--- src/rtl/snake_ram_arbiter.sv ---
// Two-requester arbiter for the single-port snake segment RAM: round-robin when free,
// locked updater bursts with a bounded starvation window for the draw scanner.
module snake_ram_arbiter #(
    parameter int ADDR_W   = 11,
    parameter int DATA_W   = 17,
    parameter int RD_LAT   = 1,
    parameter int LOCK_MAX = 16
) (
    input  logic              clk,
    input  logic              reset_n,
    input  logic              upd_req,
    input  logic              upd_we,
    input  logic              upd_lock,
    input  logic [ADDR_W-1:0] upd_addr,
    input  logic [DATA_W-1:0] upd_wdata,
    output logic              upd_gnt,
    output logic              upd_rvalid,
    output logic [DATA_W-1:0] upd_rdata,
    input  logic              drw_req,
    input  logic [ADDR_W-1:0] drw_addr,
    output logic              drw_gnt,
    output logic              drw_rvalid,
    output logic [DATA_W-1:0] drw_rdata,
    output logic [ADDR_W-1:0] ram_address,
    output logic [DATA_W-1:0] ram_data,
    output logic              ram_wren,
    input  logic [DATA_W-1:0] ram_q
);

    localparam int LOCK_W = $clog2(LOCK_MAX) + 1;

    typedef enum logic {FREE, UPD_LOCK} state_t;
    typedef enum logic {OWN_UPD, OWN_DRW} owner_t;
    typedef struct packed {
        logic   valid;
        owner_t owner;
    } tag_t;

    state_t              state, state_nxt;
    owner_t              last_owner;
    logic [LOCK_W-1:0]   lock_cnt, cnt_nxt;
    tag_t [RD_LAT:0]     tags;
    tag_t                new_tag;
    logic                lock_full;

    assign lock_full = (lock_cnt >= LOCK_W'(LOCK_MAX));

    always_comb begin
        state_nxt = state;
        cnt_nxt   = lock_cnt;
        upd_gnt   = 1'b0;
        drw_gnt   = 1'b0;
        unique case (state)
            FREE: begin
                if (upd_req && (!drw_req || last_owner == OWN_DRW))
                    upd_gnt = 1'b1;
                else if (drw_req)
                    drw_gnt = 1'b1;
                if (upd_gnt && upd_lock) begin
                    state_nxt = UPD_LOCK;
                    cnt_nxt   = LOCK_W'(1);
                end
            end
            UPD_LOCK: begin
                // Exiting the lock is same-cycle, so a waiting draw read is served at once.
                if (!upd_req) begin
                    drw_gnt   = drw_req;
                    state_nxt = FREE;
                    cnt_nxt   = '0;
                end else if (!drw_req || !lock_full) begin
                    upd_gnt = 1'b1;
                    if (!upd_lock) begin
                        state_nxt = FREE;
                        cnt_nxt   = '0;
                    end else if (!lock_full) begin
                        cnt_nxt = lock_cnt + LOCK_W'(1);
                    end
                end else begin
                    drw_gnt = 1'b1;
                    cnt_nxt = '0;
                end
            end
            default: state_nxt = FREE;
        endcase
        if (!reset_n) begin
            upd_gnt = 1'b0;
            drw_gnt = 1'b0;
        end
    end

    always_comb begin
        new_tag.valid = drw_gnt || (upd_gnt && !upd_we);
        new_tag.owner = drw_gnt ? OWN_DRW : OWN_UPD;
    end

    always_ff @(posedge clk or negedge reset_n) begin
        if (!reset_n) begin
            state       <= FREE;
            last_owner  <= OWN_DRW;
            lock_cnt    <= '0;
            ram_address <= '0;
            ram_data    <= '0;
            ram_wren    <= 1'b0;
            tags        <= '0;
        end else begin
            state    <= state_nxt;
            lock_cnt <= cnt_nxt;
            ram_wren <= upd_gnt && upd_we;
            if (upd_gnt) begin
                last_owner  <= OWN_UPD;
                ram_address <= upd_addr;
                if (upd_we)
                    ram_data <= upd_wdata;
            end else if (drw_gnt) begin
                last_owner  <= OWN_DRW;
                ram_address <= drw_addr;
            end
            tags[0] <= new_tag;
            for (int unsigned i = 1; i <= RD_LAT; i++)
                tags[i] <= tags[i-1];
        end
    end

    assign upd_rvalid = tags[RD_LAT].valid && (tags[RD_LAT].owner == OWN_UPD);
    assign drw_rvalid = tags[RD_LAT].valid && (tags[RD_LAT].owner == OWN_DRW);
    assign upd_rdata  = upd_rvalid ? ram_q : '0;
    assign drw_rdata  = drw_rvalid ? ram_q : '0;

endmodule

--- config.mk ---
export PLATFORM = sky130hd
export DESIGN_NAME = snake_ram_arbiter
export DESIGN_NICKNAME = d
export VERILOG_FILES = /design/src/rtl/snake_ram_arbiter.sv
export SDC_FILE = /design/constraint.sdc
export NUM_CORES = 1
export LEC_CHECK = 0
export BUFFER_PORTS_ARGS = -buffer_cell sky130_fd_sc_hd__buf_2
export CAP_MARGIN = 20
export CORE_MARGIN = 10
export CORE_UTILIZATION = 39
export DETAILED_ROUTE_END_ITERATION = 10
export GPL_TIMING_DRIVEN = 0
export PLACE_DENSITY = 0.76
export REMOVE_ABC_BUFFERS = 1
export SYNTH_ARGS = -nofsm -noshare
export SYNTH_HDL_FRONTEND = slang
export SYNTH_SLANG_ARGS = --single-unit
--- constraint.sdc ---
create_clock -name clk -period 2.45 [get_ports clk]
set_clock_uncertainty 0.2 [all_clocks]
set_input_delay 0.1225 -clock clk [delete_from_list [all_inputs] [get_ports clk]]
set_output_delay 0.1225 -clock clk [all_outputs]
set_load 0.01 [all_outputs]
# Word-level counts from Yosys, hierarchy flattened
# Index checks and enable logic that the tools add are counted.
[word_totals]
ff_bits = 40
latchBits = 0
ram_bits = 0
romBits = 0
in_bits = 62
output_inout_bits = 67
elab_cells = 61
mem_count = 0
[op_classes]
add_sub_neg = 1
mul = 0
n_div = 0
order_cmp = 1
n_eq_ne = 2
n_shift = 0
muxes = 30
bitwise = 2
n_reduce_logical = 15
[ops]
columns = ["operator", "n"]
rows = [
  ["2-to-1 mux 17 bit", 2],
  ["2-to-1 mux 5 bit", 5],
  ["2-to-1 mux 11 bit", 2],
  ["2-to-1 mux 1 bit", 17],
  ["one-hot mux 5 bit (2 select lines)", 1],
  ["logical AND 1 bit", 6],
  ["one-hot mux 1 bit (2 select lines)", 3],
  ["adder 5 x 1 -> 5 bit, second input constant", 1],
  [">= comparator 5 bit, second input constant", 1],
  ["inequality test 5 bit, second input constant", 1],
  ["AND reduction 2 bit", 2],
  ["zero test 1 bit", 3],
  ["logical OR 1 bit", 3],
  ["inequality test 2 bit, second input constant", 1],
  ["NOT 1 bit", 2],
  ["nonzero test 2 bit", 1],
]

# Longest topological paths before layout
[logic_depth]
ltp_word = 9
ltp_mapped = 6
ltp_nobuf = 4

# Worst setup path after synthesis
# Ideal clock, no wire load.
[synth_timing]
path_type = "register -> register"
from = "register lock_cnt[4]"
to = "register ram_data[10]"
setup_time_ns = 0.125
arrival_ns = 1.471
t_required_ns = 2.125
slack_ns = 0.654
stages_incl_launch_ff = 6
synth_period_minus_slack_ns = 1.796
path_cell_list = "dfrtp_1 -> nand2b_2 -> a31o_4 -> nor2_8 -> buf_12 -> mux2_4"
[synth_between]
elab_chain_len = 8
[synth_lines]
columns = ["item", "line", "text"]
rows = [
  ["start: declaration", "41", "logic [LOCK_W-1:0] lock_cnt, cnt_nxt;"],
  ["start signal: assignment", "107", "lock_cnt <= cnt_nxt;"],
  [">= comparator 5 bit", "46", "assign lock_full = (lock_cnt >= LOCK_W'(LOCK_MAX));"],
  ["zero test 1 bit", "n/a", ""],
  ["logical OR 1 bit", "70", "end else if (!drw_req || !lock_full) begin"],
  ["2-to-1 mux 1 bit", "70", ""],
  ["2-to-1 mux 1 bit", "66", "if (!upd_req) begin"],
  ["one-hot mux 1 bit (2 select lines)", "53", "unique case (state)"],
  ["2-to-1 mux 1 bit", "85", "if (!reset_n) begin"],
  ["AND reduction 2 bit (no line)", "n/a", ""],
  ["end signal: assignment", "113", "ram_data <= upd_wdata;"],
  ["end: declaration", "25", "output logic [DATA_W-1:0] ram_data,"],
]
# No other way between the ends.
# A chain may end at the register's enable or synchronous reset.

# Worst setup path after layout
[layout_timing]
from = "input port reset_n"
to = "register ram_address[8]"
[layout_between]
elab_chain_len = 2
elab_cells_between_ends = 4
[layout_lines]
columns = ["item", "line", "text"]
rows = [
  ["start: declaration", "10", "input logic reset_n,"],
  ["2-to-1 mux 1 bit", "85", ""],
  ["2-to-1 mux 11 bit / nonzero test 2 bit (equally long branches)", "n/a", ""],
  ["end signal: assignment", "111", "ram_address <= upd_addr;"],
  ["end signal: assignment", "116", "ram_address <= drw_addr;"],
  ["end: declaration", "24", "output logic [ADDR_W-1:0] ram_address,"],
]
# Several ways; a longest one is shown, not always the timed one.

==> flow_metrics.tcl <==
set metrics [dict create \
    globalplace.congestion 0.8778 \
    starting_density_pct 41.02 \
    timing_max_transition_violations_final 0 \
    top_level_pins 129 \
    worst-path-max-fanout 16 \
    min_path_type "in -> reg" \
    count_of_standard_cell_rows 26 \
    quantity_of_i_o_buffers_inserted_on_ports 128 \
    p_switching_uw 645.7 \
    synth_instances 204 \
    clk_transition_reported_paths_ps 80 \
    final_hold_vio_count 0 \
    cts.path.max_buffers 2 \
    antenna_cells 0 \
    antenna_found_initial 0 \
    category_of_the_worst_setup_path_launch_point "primary input" \
    final_layout_size_suffix_gt1_share_pct 44.74 \
    number_of_violations_of_the_max_capacitance_limit 0 \
    grt_setup_unrepaired "false" \
    leakagePower_uw 0.001750 \
    tritoncts.num_buffers 5 \
    place_inst 390 \
    finish.net_count 433 \
    drt.antenna.violating_nets 0 \
    detailedRoute.firstIterationViolations 149 \
    finalCriticalPeriod_ps 2247 \
    drt-total-wl_um 7400 \
    tritoncts_clock_tree "done" \
    worst-setup-path-type "in -> reg" \
    postSynthRegisterBits 40 \
    cts_sinks 40 \
    viasPerCell 5.132 \
    detailed_place_hpwl_um 4931 \
    grt_max_degree 40 \
    cell_area_after_synthesis_um2 2148 \
    route.detailed.wl_per_inst_um 16.78 \
    peakVddDrop_mv 0.4389 \
    chipWidth_um 94.22 \
    first_pass_grt_wire_length_um 11830 \
    vias 2263 \
    fillerInstances 409 \
    synth-warning-count 0 \
    finalSetupViolations 0 \
    p_clk_share_pct 27.0 \
    areaGrowthSynthToFinish_pct 56.84 \
    maxSlewHeadroom_pct 68.13 \
    synth_sequential_area_ratio_pct 46.65 \
    cp.arrival_ps 2230 \
    outcome "finished, final reports clean" \
    yosysUniqueCellTypes 36 \
    tightest_slew_ps 475.9 \
    die_area_um2 8877 \
    die_y_um 94.22 \
    global_route.overflow_total 0 \
    fmax_mhz 445.1 \
    internal-power_uw 1486 \
    pwr_density_cell_nw_per_um2 632.7 \
    clock_insertion_delay_worst_skew_ps 300 \
    first_pass_iters 4 \
    switching_share_pct 30.29 \
    global_route.usage.total_pct 16.20 \
    core_area_um2 5238 \
    first_global_vias 2332 \
    cp_data_required_time_ps 2430 \
    clock-root-buffer "sky130_fd_sc_hd__clkbuf_8" \
    seq_power_share_pct 41.4 \
    finalCoreUtilization_pct 64.33 \
    clock_tree.htree_level_count 2 \
    final_cells 441 \
    ratio_of_final_minimum_period_to_clock_period_pct 91.70 \
    postSynthAreaPerCell_um2 10.53 \
    share_comb_of_total_power_pct 31.5 \
    worstSetupEndpointType "flip-flop" \
    post-route-drc-count 0 \
]
[cell families after synthesis]
| kind of cell | count (synthesis) | synth area share (%) |
|---|---|---|
| AOI/OAI and AO/OA | 40 | 14.15 |
| adders and majority gates | 1 | 0.5823 |
| buffers and inverters | 16 | 4.135 |
| DFF | 40 | 46.65 |
| muxes | 17 | 10.48 |
| and+or+nand+nor | 90 | 24.00 |
[state kept, by name (all words and copies together) (netlist names)]
signal / cells
last_owner: 1
lock_cnt: 5
ram_address: 11
ram_data: 17
ram_wren: 1
state: 1
tags: 4
[synth_stat cells]
cell                         n  share of area [%]
sky130_fd_sc_hd__nand2b_1    1               0.29
sky130_fd_sc_hd__and2_1     18                5.2
sky130_fd_sc_hd__o21a_1      1               0.35
sky130_fd_sc_hd__o22ai_1    12                3.5
sky130_fd_sc_hd__or4_1       2               0.70
sky130_fd_sc_hd__ha_1        1               0.58
sky130_fd_sc_hd__buf_2       4               0.93
sky130_fd_sc_hd__dfstp_2     1                1.2
sky130_fd_sc_hd__nand2_1     3               0.52
sky130_fd_sc_hd__a31oi_4     1               0.99
sky130_fd_sc_hd__a21oi_1     6                1.4
sky130_fd_sc_hd__and3_1     17                5.0
sky130_fd_sc_hd__o31ai_1     2               0.70
sky130_fd_sc_hd__nand4_1     1               0.29
sky130_fd_sc_hd__nand2b_2    1               0.41
sky130_fd_sc_hd__buf_6       1               0.52
sky130_fd_sc_hd__nor2b_1     2               0.58
sky130_fd_sc_hd__nor3_1     12                2.8
sky130_fd_sc_hd__inv_1       4               0.70
sky130_fd_sc_hd__a31o_4      1               0.82
sky130_fd_sc_hd__mux2_2      8                4.2
sky130_fd_sc_hd__nor3b_2     1               0.58
sky130_fd_sc_hd__clkbuf_1    6                1.0
sky130_fd_sc_hd__o21ai_0     3               0.70
sky130_fd_sc_hd__buf_12      1               0.93
sky130_fd_sc_hd__a21boi_0    1               0.35
sky130_fd_sc_hd__mux2_4      9                6.3
sky130_fd_sc_hd__nand2b_4    2                1.3
sky130_fd_sc_hd__dfrtp_1    39                 45
sky130_fd_sc_hd__o2bb2ai_1   1               0.41
sky130_fd_sc_hd__o22a_2      1               0.47
sky130_fd_sc_hd__nand3_1     3               0.70
sky130_fd_sc_hd__nor2_1     25                4.4
sky130_fd_sc_hd__nand3b_1    1               0.35
sky130_fd_sc_hd__o22a_1     11                4.5
sky130_fd_sc_hd__nor2_8      1               0.93
[per-layer routing]
metal | part of all wire, % | vias up | GRT usage, % | wire, um
met5 | 0 | - | 0 | 0
met4 | 1.3 | 0 | 4.304 | 95
met3 | 16 | 15 | 9.193 | 1170
met2 | 45 | 150 | 26.26 | 3355
met1 | 38 | 1037 | 17.76 | 2779
li1 | - | 1061 | - | -
[cell usage in the layout, fill, tap and decap left out, types with 2 or more instances in the layout]
cell type | netlist | routed
sky130_fd_sc_hd__buf_4 | 0 | 2
sky130_fd_sc_hd__nor3_1 | 12 | 12
sky130_fd_sc_hd__inv_1 | 4 | 4
sky130_fd_sc_hd__mux2_2 | 8 | 8
sky130_fd_sc_hd__and3_1 | 17 | 17
sky130_fd_sc_hd__o22ai_1 | 12 | 12
sky130_fd_sc_hd__dfrtp_1 | 39 | 39
sky130_fd_sc_hd__o31ai_1 | 2 | 2
sky130_fd_sc_hd__a21oi_1 | 6 | 6
sky130_fd_sc_hd__clkbuf_8 | 0 | 6
sky130_fd_sc_hd__o22a_1 | 11 | 11
sky130_fd_sc_hd__dlygate4sd3_1 | 0 | 41
sky130_fd_sc_hd__nand3_1 | 3 | 3
sky130_fd_sc_hd__nor2_1 | 25 | 25
sky130_fd_sc_hd__or4_1 | 2 | 2
sky130_fd_sc_hd__nand2_1 | 3 | 2
sky130_fd_sc_hd__buf_2 | 4 | 127
sky130_fd_sc_hd__nand2b_4 | 2 | 2
sky130_fd_sc_hd__o21ai_0 | 3 | 3
sky130_fd_sc_hd__mux2_4 | 9 | 9
sky130_fd_sc_hd__and2_1 | 18 | 18
[worst paths after layout]
check | start | endpoint | slack (ps) | cells past startpoint
max in group asynchronous | reset_n | ram_wren$_DFF_PN0_ | 1550 | 3
hold reg to reg | tags[0]$_DFF_PN0_ | tags[2]$_DFF_PN0_ | 150 | 0
setup / recovery | reset_n | ram_address[8]$_DFFE_PN0P_ | 200 | 7
setup reg to reg | state$_DFF_PN0_ | ram_address[8]$_DFFE_PN0P_ | 320 | 6
min in group asynchronous | reset_n | last_owner$_DFFE_PN1P_ | 260 | 2
hold / removal | drw_addr[1] | ram_address[1]$_DFFE_PN0P_ | 20 | 3
[worst max-delay path: stages]
cell and delay [ps]:
sky130_fd_sc_hd__dlygate4sd3_1 540, sky130_fd_sc_hd__buf_4 240, sky130_fd_sc_hd__nand2_2 230, sky130_fd_sc_hd__o22a_1 270, sky130_fd_sc_hd__o22ai_1 190, sky130_fd_sc_hd__nor3_1 70, sky130_fd_sc_hd__dlygate4sd3_1 560
[power groups by stage]
| stage | logic (uW) | registers, uW | clock network, uW |
|---|---|---|---|
| after global routing | 733 | 907 | 618 |
| after floorplan | 256 | 931 | 0 |
| final | 672 | 883 | 576 |
| after detailed placement | 578 | 891 | 0 |
| after global placement | 564 | 881 | 0 |
| after CTS | 667 | 880 | 587 |
[area by class of cell]
type	instances	area [um2]	area share [%]
timing repair buffer	171	1081	32.08
multi-input combinational	148	1062	31.53
sequential	40	1002	29.74
tap	70	87.58	2.599
clock buffer	6	82.58	2.451
clock inverter	2	38.79	1.151
inverter	4	15.01	0.4456
[metrics by stage]
step	cell area [um2]	hold slack (ps)	setup TNS [ps]	total power (uW)	setup slack [ps]
global placement	2803	134.4	-1427	1445	-88.71
detailed placement	2803	139.3	-2001	1469	-101.7
floorplan	2074	-373.1	0	1188	598.3
finish	3369	18.79	0	2132	203.4
CTS	3357	4.464	0	2134	45.25
global route	3369	8.176	0	2258	136.5
[what timing repair did]
item / 4_1_cts / 5_1_grt
cloned: 0 / 0
setup endpoints to repair: 1 / 27
setup buffers: 0 / 1
resized for setup: 1 / 2
hold buffers: 42 / 0
hold endpoints to repair: 70 / 0
pin swaps: 0 / 1
Power figures use the tool's default switching activity.
